--- config.mk ---
export PLATFORM = sky130hd
export DESIGN_NAME = dmem_arbiter
export DESIGN_NICKNAME = d
export VERILOG_FILES = /design/src/rtl/dmem_arbiter_pkg.sv /design/src/rtl/dmem_rr_pick.sv /design/src/rtl/dmem_arbiter.sv
export SDC_FILE = /design/constraint.sdc
export NUM_CORES = 1
export LEC_CHECK = 0
export BUFFER_PORTS_ARGS = -buffer_cell sky130_fd_sc_hd__buf_4
export CAP_MARGIN = 20
export CORE_ASPECT_RATIO = 0.7
export CORE_MARGIN = 4
export CORE_UTILIZATION = 36
export CTS_BUF_LIST = sky130_fd_sc_hd__clkbuf_16
export DETAILED_ROUTE_END_ITERATION = 10
export GPL_ROUTABILITY_DRIVEN = 1
export PLACE_DENSITY_LB_ADDON = 0.25
export SLEW_MARGIN = 0
export SYNTH_ARGS = -nofsm -noshare
export SYNTH_HDL_FRONTEND = slang
export SYNTH_SLANG_ARGS = --single-unit
export TNS_END_PERCENT = 100
--- constraint.sdc ---
create_clock -name CLK -period 2.6 [get_ports CLK]
set_input_delay 0.52 -clock CLK [delete_from_list [all_inputs] [get_ports CLK]]
set_output_delay 0.52 -clock CLK [all_outputs]
set_load 0.02 [all_outputs]
--- src/rtl/dmem_arbiter_pkg.sv ---
// Shared constants for the DMEM arbiter: memory geometry, FSM encodings and port ids.
package dmem_arbiter_pkg;

  localparam int unsigned DMEM_SIZE   = 32;
  localparam int unsigned ARB_PORTS   = 2;
  localparam int unsigned ARB_ADDR_W  = $clog2(DMEM_SIZE);
  localparam int unsigned ARB_DATA_W  = 32;
  localparam int unsigned ARB_STATE_W = 2;

  localparam logic [ARB_STATE_W-1:0] ARB_IDLE  = 2'd0;
  localparam logic [ARB_STATE_W-1:0] ARB_ISSUE = 2'd1;
  localparam logic [ARB_STATE_W-1:0] ARB_RESP  = 2'd2;

  localparam logic PORT0 = 1'b0;
  localparam logic PORT1 = 1'b1;

endpackage

--- src/rtl/dmem_rr_pick.sv ---
// Combinational two-input round-robin picker; on a tie the port that did not win last goes.
module dmem_rr_pick
  import dmem_arbiter_pkg::*;
(
  input  logic req0,
  input  logic req1,
  input  logic last_gnt,
  output logic any,
  output logic winner
);

  always_comb begin
    any    = req0 | req1;
    winner = PORT0;
    if (req0 && req1) begin
      winner = ~last_gnt;
    end else if (req1) begin
      winner = PORT1;
    end
  end

endmodule

--- src/rtl/dmem_arbiter.sv ---
// Two-port arbiter/sequencer for the single-port DMEM: grant, one memory command,
// and a registered read response per access.
module dmem_arbiter
  import dmem_arbiter_pkg::*;
#(
  parameter int unsigned ADDR_W = ARB_ADDR_W,
  parameter int unsigned DATA_W = ARB_DATA_W
) (
  input  logic              CLK,
  input  logic              RST,
  input  logic              req0,
  input  logic              req1,
  input  logic              we0,
  input  logic              we1,
  input  logic [ADDR_W-1:0] addr0,
  input  logic [ADDR_W-1:0] addr1,
  input  logic [DATA_W-1:0] wdata0,
  input  logic [DATA_W-1:0] wdata1,
  output logic              gnt0,
  output logic              gnt1,
  output logic              rvalid0,
  output logic              rvalid1,
  output logic [DATA_W-1:0] rdata0,
  output logic [DATA_W-1:0] rdata1,
  output logic              busy,
  output logic              mem_en,
  output logic              mem_we,
  output logic [ADDR_W-1:0] mem_addr,
  output logic [DATA_W-1:0] mem_wdata,
  input  logic [DATA_W-1:0] mem_rdata
);

  logic [ARB_STATE_W-1:0] state_q;
  logic [ARB_STATE_W-1:0] state_d;
  logic                   last_gnt_q;
  logic                   lat_port_q;
  logic                   lat_we_q;

  logic                   any;
  logic                   winner;
  logic                   load;
  logic                   capture;
  logic                   sel_we;
  logic [ADDR_W-1:0]      sel_addr;
  logic [DATA_W-1:0]      sel_wdata;
  logic [ARB_PORTS-1:0]   gnt_d;

  dmem_rr_pick u_pick (
    .req0     (req0),
    .req1     (req1),
    .last_gnt (last_gnt_q),
    .any      (any),
    .winner   (winner)
  );

  always_ff @(posedge CLK) begin
    if (RST) begin
      state_q <= ARB_IDLE;
    end else begin
      state_q <= state_d;
    end
  end

  // Next state plus the one-cycle load/capture strobes that drive the registers below.
  always_comb begin
    state_d   = state_q;
    load      = 1'b0;
    capture   = 1'b0;
    sel_we    = (winner == PORT1) ? we1    : we0;
    sel_addr  = (winner == PORT1) ? addr1  : addr0;
    sel_wdata = (winner == PORT1) ? wdata1 : wdata0;
    gnt_d     = '0;
    case (state_q)
      ARB_IDLE: begin
        if (any) begin
          state_d = ARB_ISSUE;
          load    = 1'b1;
        end
      end
      ARB_ISSUE: begin
        state_d = lat_we_q ? ARB_IDLE : ARB_RESP;
      end
      ARB_RESP: begin
        state_d = ARB_IDLE;
        capture = 1'b1;
      end
      default: begin
        state_d = ARB_IDLE;
      end
    endcase
    gnt_d[0] = load & (winner == PORT0);
    gnt_d[1] = load & (winner == PORT1);
  end

  // Outputs are set on entry to ISSUE so they are visible during the ISSUE cycle itself.
  always_ff @(posedge CLK) begin
    if (RST) begin
      last_gnt_q <= PORT1;
      lat_port_q <= PORT0;
      lat_we_q   <= 1'b0;
      gnt0       <= 1'b0;
      gnt1       <= 1'b0;
      rvalid0    <= 1'b0;
      rvalid1    <= 1'b0;
      rdata0     <= '0;
      rdata1     <= '0;
      busy       <= 1'b0;
      mem_en     <= 1'b0;
      mem_we     <= 1'b0;
      mem_addr   <= '0;
      mem_wdata  <= '0;
    end else begin
      gnt0    <= gnt_d[0];
      gnt1    <= gnt_d[1];
      mem_en  <= load;
      mem_we  <= load & sel_we;
      busy    <= (state_d != ARB_IDLE);
      rvalid0 <= capture & (lat_port_q == PORT0);
      rvalid1 <= capture & (lat_port_q == PORT1);
      if (load) begin
        last_gnt_q <= winner;
        lat_port_q <= winner;
        lat_we_q   <= sel_we;
        mem_addr   <= sel_addr;
        mem_wdata  <= sel_wdata;
      end
      if (capture && (lat_port_q == PORT0)) begin
        rdata0 <= mem_rdata;
      end
      if (capture && (lat_port_q == PORT1)) begin
        rdata1 <= mem_rdata;
      end
    end
  end

endmodule

---- After elaboration in Yosys (flattened, before gate mapping) ----
Index checks and enable logic that the tools add are counted.
cells by class
  reduce and logical (&&, ||, !) cells .... 5
  multiplexer cells ....................... 11
  equality and inequality tests ........... 2
  bitwise operators ....................... 9
operator list
  cell                count
  $mux 32             1
  $mux 1              6
  $and 1x1->1         5
  $mux 5              1
  $mux 2              2
  $pmux 2 s2          1
  $logic_and 1x1->1   3
  $not 1->1           3
  $eq 2x1->1 const B  1
  $eq 2x2->1 const B  1
  $logic_not 2->1     1
  $reduce_bool 2->1   1
  $or 1x1->1          1
word-level totals
  bits in registers ....................... 113
  bits of input ports ..................... 112
  output and inout bits ................... 108
  logic and storage cells ................. 42

---- Longest topological paths before layout ----
Gate-level depths: netlist of the first run.
  depth after elaboration ................. 4
  depth in mapped cells ................... 6
  mapped depth without buffers ............ 3

---- Cells and area by module ----
Synthesis of the first run repeated with hierarchy kept, for this count alone.
unflattened totals
  cells, all modules ...................... 444
  area, all modules ....................... 4989.8 um^2
by module, submodules not included
  module        cells each  sequential area each (um^2)  area each (um^2)  instances
  dmem_arbiter  442         2262.2                       4976.0            1
  dmem_rr_pick  2           0.0                          13.8              1

---- Least setup slack after synthesis of the first run ----
No wires, ideal clock.
  path type ............................... input to register
  start ................................... input port req0
  end ..................................... register mem_wdata[11]
  stages .................................. 4
  path slack .............................. 1.045 ns
  path buffers ............................ 1
  setup time .............................. 0.059 ns
  data arrival time ....................... 1.496 ns
  required time ........................... 2.541 ns
  path through ............................ or3b_4 -> nor3b_4 -> buf_6 -> a221o_1
on the way
  longest elaborated chain between the ends .. 3
  elaborated cells between the ends (all ways) .. 6
  those cells by class .................... mux: 4; bitwise: 1; reduce/logical: 1
ends and longest elaborated chain
  item                                             line                                    text
  start, declared                                  dmem_arbiter.sv:11                      input logic req0,
  $or 1x1->1 or $logic_and 1x1->1 (tied branches)  dmem_rr_pick.sv:13, dmem_rr_pick.sv:15
  $mux 1, on equally long branches                 dmem_arbiter.sv:75, dmem_rr_pick.sv:15
  $mux 1 or $mux 32 (tied branches)                dmem_arbiter.sv:73, dmem_arbiter.sv:71
  end signal, assigned                             dmem_arbiter.sv:125                     mem_wdata <= sel_wdata;
  end, declared                                    dmem_arbiter.sv:29                      output logic [DATA_W-1:0] mem_wdata,
Several ways; a longest one is shown, not always the timed one.
A chain may end at the register's enable or synchronous reset.

---- Final worst setup path of the first run ----
  start ................................... register state_q[0]
  end ..................................... register lat_we_q
on the way
  longest elaborated chain between the ends .. 2
ends and longest elaborated chain
  item                    line                 text
  start, declared         dmem_arbiter.sv:33   logic [ARB_STATE_W-1:0] state_q;
  start signal, assigned  dmem_arbiter.sv:60   state_q <= state_d;
  $logic_not 2->1         dmem_arbiter.sv:73   case (state_q)
  $mux 1                  dmem_arbiter.sv:73
  end signal, assigned    dmem_arbiter.sv:123  lat_we_q <= sel_we;
  end, declared           dmem_arbiter.sv:37   logic lat_we_q;
No other way between the ends.

==> results.md, run 1 <==
- Max cap viols: 0
- Ys Warns: 0
- FF-to-FF End: lat_we_q
- VDD IR max: 0.3934 mV
- RSZ-0062 raised after global routing: no
- Compound-cell area share of the yosys netlist: 18.56%
- Clk Latency, worst-skew pair: 0.39 ns
- Syn Nets: 614
- Most frequent cells in the layout: buf_4 (228), nand2_1 (128), dfxtp_1 (113)
- Slew Viols, Final: 0
- Seq cells post-synth: 113
- Gr usage total: 19.35%
- Worst slew margin: 34.56%
- CP Capture Type: flip-flop
- Sequential-to-total area share from yosys stat: 53.62%
- Post-Synthesis Cells: 502
- Top Family by Delay on Critical Path: compound AO/OA/AOI/OAI gates
- CP cell instances: or2_1 > o21ba_4 > a221o_2
- # fillers: 1010
- Core area: 11210 um2
- Reg2Reg Setup Slack: 0.86 ns
- DRT antenna net count: 0
- Least-Margin Pin Slew: 0.9780 ns
- GPL Wtd Cong: 0.7859
- Post-route clock skew: 0.006886 ns
- DRC errors left: 0
- Diode count: 0
- Synth Area in Simple Gates: 20.97%
- Critical Path Stages: 3
- Die height: 98.58 um
- Antenna violations before repair: 0
- Reg clk slew, reported paths: 0.05 ns
- Die Span X: 137.4 um
- Row Count: 32
- Status: finished clean
- Sink Count: 113
- PortBufs: 219
- Final Util: 57.73%
- Setup TNS: 0 ns
- Placed cells: 841
- Critical-path maximum fanout: 24
- Adder-Cell Fraction of Synth Area: 0%
- Slowest CP cell: or2_1
- Synthesized area per cell: 8.404 um2
- Final cell count without fillers: 871
- Crit path from: state_q[0]
- Max frequency: 0.5737 GHz
- Largest net degree at the start of global routing: 71
- Crit path buffers/inverters: 0
- DRT iter0 DRCs: 229
- Via count: 4308
- Worst r2r path cells: 3
- Crit path capture: lat_we_q
- Detail Placement HPWL: 9.251 mm
- Final min period: 1.743 ns
- Drt wl/cell: 15.24 um
- TritonCTS clock tree: built
- Cell Area, Synth: 4219 um2
- Post-synth top area share: 53.62%
- Critical Path AT: 2.02 ns
- Fin. Hold Viols: 0
- Vias/cell: 4.946
- Hold Buf Count CTS: 0
- XOR/XNOR Fraction of Synth Area: 0%
- Number of CTS-inserted buffers: 17
- Endpoints failing setup: 0
- Number of global-route vias before repair: 4205
- Drt pass-1 iters: 5
- Reg2reg start: state_q[0]
- PwrDens: 728.0 nW/um2
- Routed wire length: 13.28 mm
- Layout cell share with drive strength beyond 1: 37.33%
- HP Class: input port to flip-flop
- Period utilization: 67.04%
- Clock buffer depth: 2
- Fin nets: 819
- Resized cells post-CTS: 0
- Boundary Pins: 220
- CP max stage delay: 0.48 ns
- Area Growth Syn to Fin: 53.41%
- Root Driver: clkbuf_16
- First-pass GRT wire length: 21.07 mm
- Initial core utilization: 37.63%
- Static leakage: 2.848 nW
- Die area: 13540 um2
- Mux contribution to synthesized area: 0%
- Post-CTS setup buffers: 0
- CTS HTree Levels: 4
- Unique masters post-synth: 30
- Synth top area cells: dfxtp_1 (54%), nand2_1 (11%), a21oi_1 (7.6%)
- Setup CP Type: flip-flop to flip-flop
- CP Launch Type: flip-flop
- Worst path required time: 2.88 ns
- Commonest non-fill, non-tap cell in the layout: buf_4
- Synth area leader: dfxtp_1
- Main combinational cell family by area after synthesis: simple AND/OR/NAND/NOR gates
- Grt ovf: 0
## cells in the mapped netlist, drive strengths merged
library cell	n
and3b	1
a211o	1
inv	23
nand2b	1
a21boi	1
nand2	128
o21ba	1
nor3	23
or3b	2
or3	1
a21bo	1
nor2	7
a31oi	15
nor4b	1
dfxtp	113
a221o	23
nand3b	1
clkbuf	31
buf	11
or2	2
o21ai	15
a21oi	64
nand3	30
nor3b	4
a21o	2
## layer usage
metal	global-route usage [%]	routed length [um]
met5	0	0
met4	6.288	165
met3	7.551	1369
met2	30.06	6171
met1	24.68	5569
## stage by stage
stage               instance area (um2)  hold slack [ns]  power [mW]  worst slack, ns
floorplan                          4219           0.4050       2.256            1.045
global placement                   5924           0.4435       2.577           0.7028
detailed placement                 5924           0.4493       2.589           0.6779
CTS                                6472           0.3263       4.756           0.8567
global route                       6472           0.3289       4.905           0.7516
finish                             6472           0.3432       4.712           0.8569
## worst min-delay path by stage
stage / to / depth (start not counted) / startpoint / slack, ns
2_1_floorplan: state_q[1] / 1 / lat_we_q / 0.41
3_3_place_gp: rdata1[1] / 2 / rdata1[1] / 0.44
3_5_place_dp: rdata1[7] / 2 / rdata1[7] / 0.45
4_1_cts: mem_wdata[30] / 2 / wdata0[30] / 0.33
5_1_grt: mem_wdata[30] / 2 / wdata0[30] / 0.33
6_report: mem_we / 2 / we0 / 0.34
## sequential cells by signal (all words and copies together), names as in the netlist
name,cells
last_gnt_q,1
mem_en,1
rdata1,32
rdata0,32
rvalid0,1
mem_we,1
gnt0,1
state_q,2
mem_addr,5
mem_wdata,32
lat_we_q,1
rvalid1,1
gnt1,1
busy,1
lat_port_q,1
## cells by family after synthesis
logic type | count (synthesis)
and+or+nand+nor | 201
buffers and inverters | 65
DFF | 113
AOI/OAI and AO/OA | 123
## power breakdown
part           total, mW  internal (mW)  switching (mW)
registers           1.89           1.83          0.0583
logic              0.665          0.311           0.354
clock network       2.16           1.38           0.780
total               4.71           3.52            1.19
## area by class of cell
cell class | count | area, um2 | share of cell area (%)
clock buffers | 17 | 425.4 | 6.573
clock inverters | 13 | 122.6 | 1.894
inverters | 23 | 86.33 | 1.334
multi-input cells | 324 | 1673 | 25.85
flip-flops and latches | 113 | 2262 | 34.95
well taps | 153 | 191.4 | 2.958
repair buffers | 228 | 1712 | 26.44
## worst reg2reg max path: cells and delay by family (launching register included)
kind / cells / cell delay, ns
AO/OA/AOI/OAI: 2 / 0.77
AND/OR/NAND/NOR: 1 / 0.48
flip-flops: 1 / 0.38
Power figures use the tool's default switching activity.
==> run 2, diff against run 1 <==
ABC_AREA = 1   (was not set)
clock period = 1.6 ns   (was 2.6 ns; I/O delays follow)
==> results.md, run 2 <==
- First-pass GRT wire length: 20.71 mm (-1.7%)
- DRT antenna net count: 0 (unchanged)
- Diode count: 0 (unchanged)
- Post-synth top area share: 51.60% (-2.0 points)
- Max cap viols: 0 (unchanged)
- Die area: 14040 um2 (+3.6%)
- Root Driver: clkbuf_16
- Die height: 100.3 um (+1.8%)
- Most common library cells after synthesis: nand2_1 (194), dfxtp_1 (113), a21oi_1 (82)
- HP Class: input port to flip-flop
- CTS HTree Levels: 4 (unchanged)
- Fin. Hold Viols: 0 (unchanged)
- Row Count: 33 (+3.1%)
- Antenna violations before repair: 0 (unchanged)
- Worst path required time: 1.94 ns (-0.94 ns)
- Vias/cell: 4.561 (-7.8%)
- Post-route clock skew: 0.01232 ns (+0.005436 ns)
- CP max stage delay: 0.39 ns (-0.09 ns)
- Period utilization: 85.15% (+18 points)
- Seq cells post-synth: 113 (unchanged)
- PwrDens: 1231 nW/um2 (+69%)
- Critical-path maximum fanout: 22 (-8.3%)
- Commonest non-fill, non-tap cell in the layout: buf_4
- Syn Nets: 711 (+16%)
- DRC errors left: 0 (unchanged)
- Largest net degree at the start of global routing: 77 (+8.5%)
- Static leakage: 3.251 nW (+14%)
- Mux contribution to synthesized area: 0% (unchanged)
- Setup CP Type: flip-flop to flip-flop
- Sequential-to-total area share from yosys stat: 51.60% (-2.0 points)
- Least-Margin Pin Slew: 0.4847 ns (-0.4932 ns)
- Synth Area in Simple Gates: 21.46% (+0.49 points)
- Clock buffer depth: 2 (unchanged)
- Detail Placement HPWL: 9.687 mm (+4.7%)
- Main combinational cell family by area after synthesis: simple AND/OR/NAND/NOR gates
- Routed wire length: 13.19 mm (-0.68%)
- Initial core utilization: 37.13% (-0.51 points)
- Top Family by Delay on Critical Path: simple AND/OR/NAND/NOR gates
- Pre-CTS setup slack: 0.07540 ns (-0.6025 ns)
- Critical Path AT: 1.70 ns (-0.32 ns)
- Ys Warns: 0 (unchanged)
- PortBufs: 219 (unchanged)
- Clk Latency, worst-skew pair: 0.40 ns (about the same)
- CP cell instances: inv_2 > nand2_1 > nor2_4 > nand2_2 > nor2_4 > nand2_1 > nand2_1
- CP Launch Type: flip-flop
- Endpoints failing setup: 0 (unchanged)
- Drt wl/cell: 13.47 um (-12%)
- Worst slew margin: 67.61% (+33 points)
- Setup slack after layout: 0.2376 ns (-0.6193 ns)
- GPL Wtd Cong: 0.9019 (+15%)
- Via count: 4465 (+3.6%)
- TritonCTS clock tree: built
- CP Capture Type: flip-flop
- Die Span X: 139.9 um (+1.8%)
- Most frequent cells in the layout: buf_4 (226), nand2_1 (194), dfxtp_1 (113)
- VDD IR max: 0.7373 mV (+87%)
- Largest registers: mem_wdata x32, rdata0 x32, rdata1 x32
- Unique masters post-synth: 21 (-30%)
- DRT iter0 DRCs: 227 (-0.87%)
- Ys async rst share: 0% (unchanged)
- Compound-cell area share of the yosys netlist: 16.87% (-1.7 points)
- Ys flop type: dfxtp_1
- Reg clk slew, reported paths: 0.06 ns (about the same)
- Number of global-route vias before repair: 4181 (-0.57%)
- Crit path buffers/inverters: 1 (+1)
- Grt ovf: 0 (unchanged)
- Sink Count: 113 (unchanged)
- Boundary Pins: 220 (unchanged)
- Synth area leader: dfxtp_1
- Setup TNS: 0 ns (unchanged)
- Post-CTS setup buffers: 0 (unchanged)
- XOR/XNOR Fraction of Synth Area: 0% (unchanged)
- RSZ-0062 raised after global routing: no
- Number of CTS-inserted buffers: 17 (unchanged)
- Status: finished clean
- Crit path top cell by count: nand2_1
- Post-synth EDFFs: 0 (unchanged)
- Drt pass-1 iters: 5 (unchanged)
- Layout cell share with drive strength beyond 1: 33.21% (-4.1 points)
- Core area: 11810 um2 (+5.3%)
- Synthesized area per cell: 7.319 um2 (-13%)
- Gr usage total: 18.27% (-1.1 points)
- Cell Area, Synth: 4384 um2 (+3.9%)
- Final min period: 1.362 ns (-0.3807 ns)
- Count leader, synth: nand2_1
- Slew Viols, Final: 0 (unchanged)
- Post-Synthesis Cells: 599 (+19%)
- Fin nets: 921 (+12%)
- Hold Buf Count CTS: 0 (unchanged)
- Area Growth Syn to Fin: 55.22%
- Adder-Cell Fraction of Synth Area: 0% (unchanged)
- Max frequency: 0.7340 GHz (+28%)
- Synth top area cells: dfxtp_1 (52%), nand2_1 (17%), a21oi_1 (9.4%)
- Resized cells post-CTS: 0 (unchanged)
- Slowest CP cell: nor2_4
-- run 2: changes by cell type after synthesis, sizes merged, moves of 9 or more --
| cell | before | now |
|---|---|---|
| a21oi | 64 | 82 |
| a221o | 23 | 0 |
| a31oi | 15 | 0 |
| buf | 11 | 22 |
| clkbuf | 31 | 17 |
| inv | 23 | 67 |
| nand2 | 128 | 197 |
| nand3 | 30 | 21 |
| nor3 | 23 | 0 |
| o21ai | 15 | 65 |
-- run 2: through the flow --
stage | utilization (%) | instances | hold slack, ns | instance area, um2 | total power [mW]
floorplan | - | 599 | 0.4302 | 4384 | 3.816
global placement | 52.27 | 947 | 0.4320 | 6172 | 4.420
detailed placement | 52.27 | 947 | 0.4353 | 6172 | 4.451
CTS | 57.63 | 979 | 0.09060 | 6805 | 8.486
global route | 57.63 | 979 | 0.09484 | 6805 | 8.779
finish | 57.63 | 979 | 0.1125 | 6805 | 8.375
-- run 2: logic make-up after synthesis --
group / Yosys count
flip-flops: 113
AND/OR/NAND/NOR: 233
AO/OA/AOI/OAI: 147
buffers and inverters: 106
-- run 2: power by group --
part | switching, mW | internal, mW
sequential | 0.0995 | 3.00
combinational | 0.712 | 0.571
clock | 1.37 | 2.62
-- run 2: routing by layer --
layer	routed length, um	track usage (%)	vias to the layer above
met1	5853	23.05	2001
met5	0	0	-
met4	78	5.733	0
li1	-	-	2314
met3	990	6.857	6
met2	6263	29.29	144
-- run 2: worst paths after layout --
check                           startpoint            end  slack, ns  cells after the start
worst max-delay path            state_q[1]  mem_wdata[14]       0.24                      7
worst min-delay path              addr0[1]    mem_addr[1]       0.11                      3
worst max register to register  state_q[1]  mem_wdata[14]       0.24                      7
worst min register to register  rdata1[19]     rdata1[19]       0.44                      2
-- run 2: worst min-delay path: stages --
cell     delay, ns
buf_4         0.07
nand2_1       0.04
nand2_1       0.05
-- run 2: final cells by class --
class / instances / area [um2]
multi-input cells: 380 / 1685
clock buffers: 17 / 425.4
flip-flops and latches: 113 / 2262
repair buffers: 230 / 1777
clock inverters: 15 / 207.7
inverters: 67 / 251.5
well taps: 157 / 196.4
fillers: 1097 / 5004
==> run 3, diff against run 2 <==
SYNTH_HIERARCHICAL = 1   (was not set)
==> results.md, run 3 <==
- TritonCTS clock tree: built
- Detail Placement HPWL: 9.657 mm (-0.31%)
- Count leader, synth: nand2_1
- Die Span X: 145.1 um (+3.7%)
- Clk Latency, worst-skew pair: 0.40 ns (about the same)
- Hold Startpoint: RST
- Number of global-route vias before repair: 4480 (+7.2%)
- Seq cells post-synth: 113 (unchanged)
- Slowest CP cell: nor2_4
- Grt ovf: 0 (unchanged)
- P_int: 6.122 mW (-1.2%)
- Static leakage: 4.084 nW (+26%)
- CP max stage delay: 0.52 ns (+0.13 ns)
- Sequential-to-total area share from yosys stat: 47.73% (-3.9 points)
- Root Driver: clkbuf_16
- CP Launch Type: flip-flop
- Boundary Pins: 220 (unchanged)
- Worst path required time: 1.94 ns (about the same)
- CTS HTree Levels: 4 (unchanged)
- Reg power frac: 37.6% (+0.6 points)
- Drt pass-1 iters: 4 (-1)
- Ys Warns: 6 (+6)
- PwrDens: 1154 nW/um2 (-6.2%)
- Fin nets: 1052 (+14%)
- Fin. Hold Viols: 0 (unchanged)
- Largest registers: mem_wdata x32, rdata0 x32, rdata1 x32
- Sw Pwr: 2.101 mW (-3.6%)
- Sink Count: 113 (unchanged)
- PortBufs: 219 (unchanged)
- Post-route clock skew: 0.007809 ns (-0.004513 ns)
- Via count: 4847 (+8.6%)
- Crit path top cell by count: nand2_1
- Layout cell share with drive strength beyond 1: 28.02% (-5.2 points)
- Commonest non-fill, non-tap cell in the layout: nand2_1
- Setup TNS: 0 ns (unchanged)
- Least-Margin Pin Slew: 0.6308 ns (+0.1460 ns)
- CP Capture Type: flip-flop
- Slew Viols, Final: 0 (unchanged)
- Worst slew margin: 57.89% (-9.7 points)
- Crit path from: state_q[1]
- Number of CTS-inserted buffers: 17 (unchanged)
- Clock buffer depth: 2 (unchanged)
- Gr usage total: 17.96% (-0.32 points)
- Ys flop type: dfxtp_1
- GPL Wtd Cong: 0.7601 (-16%)
- DRC errors left: 0 (unchanged)
- Reg clk slew, reported paths: 0.05 ns (about the same)
- Endpoints failing setup: 0 (unchanged)
- Setup CP Type: flip-flop to flip-flop
- Syn Nets: 845 (+19%)
- Reg2reg start: state_q[1]
- Clock power frac: 46.7% (-1.0 points)
- Design Area, Final: 7123 um2 (+4.7%)
- Unique masters post-synth: 15 (-29%)
- Comb pwr share: 15.7% (+0.4 points)
- Hold Buf Count CTS: 0 (unchanged)
- Critical Path AT: 1.75 ns (+0.05 ns)
- Die area: 15090 um2 (+7.5%)
- Synth top area cells: dfxtp_1 (48%), nand2_1 (26%), nor2_1 (11%)
- Status: finished clean
- Post-synth EDFFs: 0 (unchanged)
- Period utilization: 88.20% (+3.1 points)
- Antenna violations before repair: 0 (unchanged)
- WHS: 0.1290 ns (+0.01652 ns)
- Post-DP Area: 6511 um2 (+5.5%)
- Most common library cells after synthesis: nand2_1 (323), nor2_1 (133), dfxtp_1 (113)
- Routed wire length: 13.88 mm (+5.2%)
- CP cell instances: inv_2 > nand2_1 > nor2_4 > nand2_1 > nand2_1
- Row Count: 34 (+3.0%)
- Max frequency: 0.7086 GHz (-3.5%)
- DRT antenna net count: 0 (unchanged)
- Area Growth Syn to Fin: 50.29%
- First-pass GRT wire length: 22.34 mm (+7.9%)
- Critical-path maximum fanout: 21 (-4.5%)
- Vias/cell: 4.347 (-4.7%)
- Max cap viols: 0 (unchanged)
- Final min period: 1.411 ns (+0.04884 ns)
- Initial core utilization: 37.51% (+0.39 points)
- Synthesized area per cell: 6.466 um2 (-12%)
- Synth area leader: dfxtp_1
- Ys async rst share: 0% (unchanged)
- HP Class: input port to flip-flop
- Post-Synthesis Cells: 733 (+22%)
- Drt wl/cell: 12.44 um (-7.6%)
- Die height: 104 um (+3.7%)
- Most frequent cells in the layout: nand2_1 (323), buf_4 (224), nor2_1 (133)
- Post-synth top area share: 47.73% (-3.9 points)
- Largest net degree at the start of global routing: 66 (-14%)
- Core area: 12630 um2 (+7.0%)
- Final Util: 56.38% (-1.3 points)
- VDD IR max: 0.6731 mV (-8.7%)
- Diode count: 0 (unchanged)
- Sw frac: 25.55% (-0.48 points)
- Cell Area, Synth: 4740 um2 (+8.1%)
- DRT iter0 DRCs: 167 (-26%)
- RSZ-0062 raised after global routing: no
run 3: changes by cell type in the layout (fill, tap and decap cells not counted), moves of 6 or more:
cell     previous run  this run
o21ai_0            64         0
nand3_1            20        41
nor2_1              9       133
inv_1              64        70
a21oi_1            82         1
nand2_1           194       323
run 3: timing repair:
action / in CTS / in global routing
resized for setup: 0 / 1
cloned: 1 / 0
buffers inserted: 0 / 0
pin swaps: 1 / 0
endpoints found under the setup margin: 3 / 20
hold endpoints to repair: 0 / 0
run 3: power groups by stage:
stage,registers (mW),logic [mW],clock network [mW]
final,3.09,1.29,3.84
after global routing,3.11,1.42,4.04
after CTS,3.09,1.30,3.93
after detailed placement,3.15,1.29,0
after global placement,3.14,1.29,0
after floorplan,3.33,0.477,0
run 3: final cells by class:
class / count / area, um2
Fill cell: 1263 / 5512
Sequential cell: 113 / 2262
Multi-Input combinational cell: 506 / 2001
Timing Repair Buffer: 229 / 1782
Clock buffer: 17 / 425.4
Inverter: 73 / 275.3
Tap cell: 162 / 202.7
Clock inverter: 15 / 175.2
run 3: logic make-up (layout without fill, tap and decap cells):
family | Yosys count | in the layout | synth area share, %
buf+inv | 115 | 334 | 10.74
compound gates | 2 | 2 | 0.2112
flops | 113 | 113 | 47.73
simple gates | 503 | 504 | 41.31
run 3: metal layers:
| metal | share of wire (%) | vias up | wire length (um) | global-route usage, % |
|---|---|---|---|---|
| met3 | 7.8 | 16 | 1089 | 6.969 |
| met4 | 1.4 | 0 | 194 | 6.030 |
| met1 | 48 | 2119 | 6638 | 23.68 |
| met5 | 0 | - | 0 | 0 |
| li1 | - | 2571 | - | - |
| met2 | 43 | 141 | 5953 | 26.97 |
run 3: path summary, 6_finish.rpt:
kind	end	slack, ns	depth (start not counted)
worst max-delay path	lat_port_q	0.19	5
worst min-delay path	busy	0.13	2
worst max register to register	lat_port_q	0.19	5
worst min register to register	mem_wdata[22]	0.46	2
run 3: worst max-delay path: cells and delay by family (launching register included):
kind          cells  cell delay, ns
flops             1            0.34
simple gates      4            0.92
buf+inv           1            0.09
run 3: stage by stage:
step / worst slack [ns] / cells / total power [mW]
6_report: 0.1888 / 1115 / 8.223
5_1_grt: 0.07481 / 1115 / 8.571
4_1_cts: 0.009146 / 1115 / 8.328
3_5_place_dp: -0.1851 / 1082 / 4.441
3_3_place_gp: -0.1581 / 1082 / 4.429
2_1_floorplan: 0.3912 / 733 / 3.811
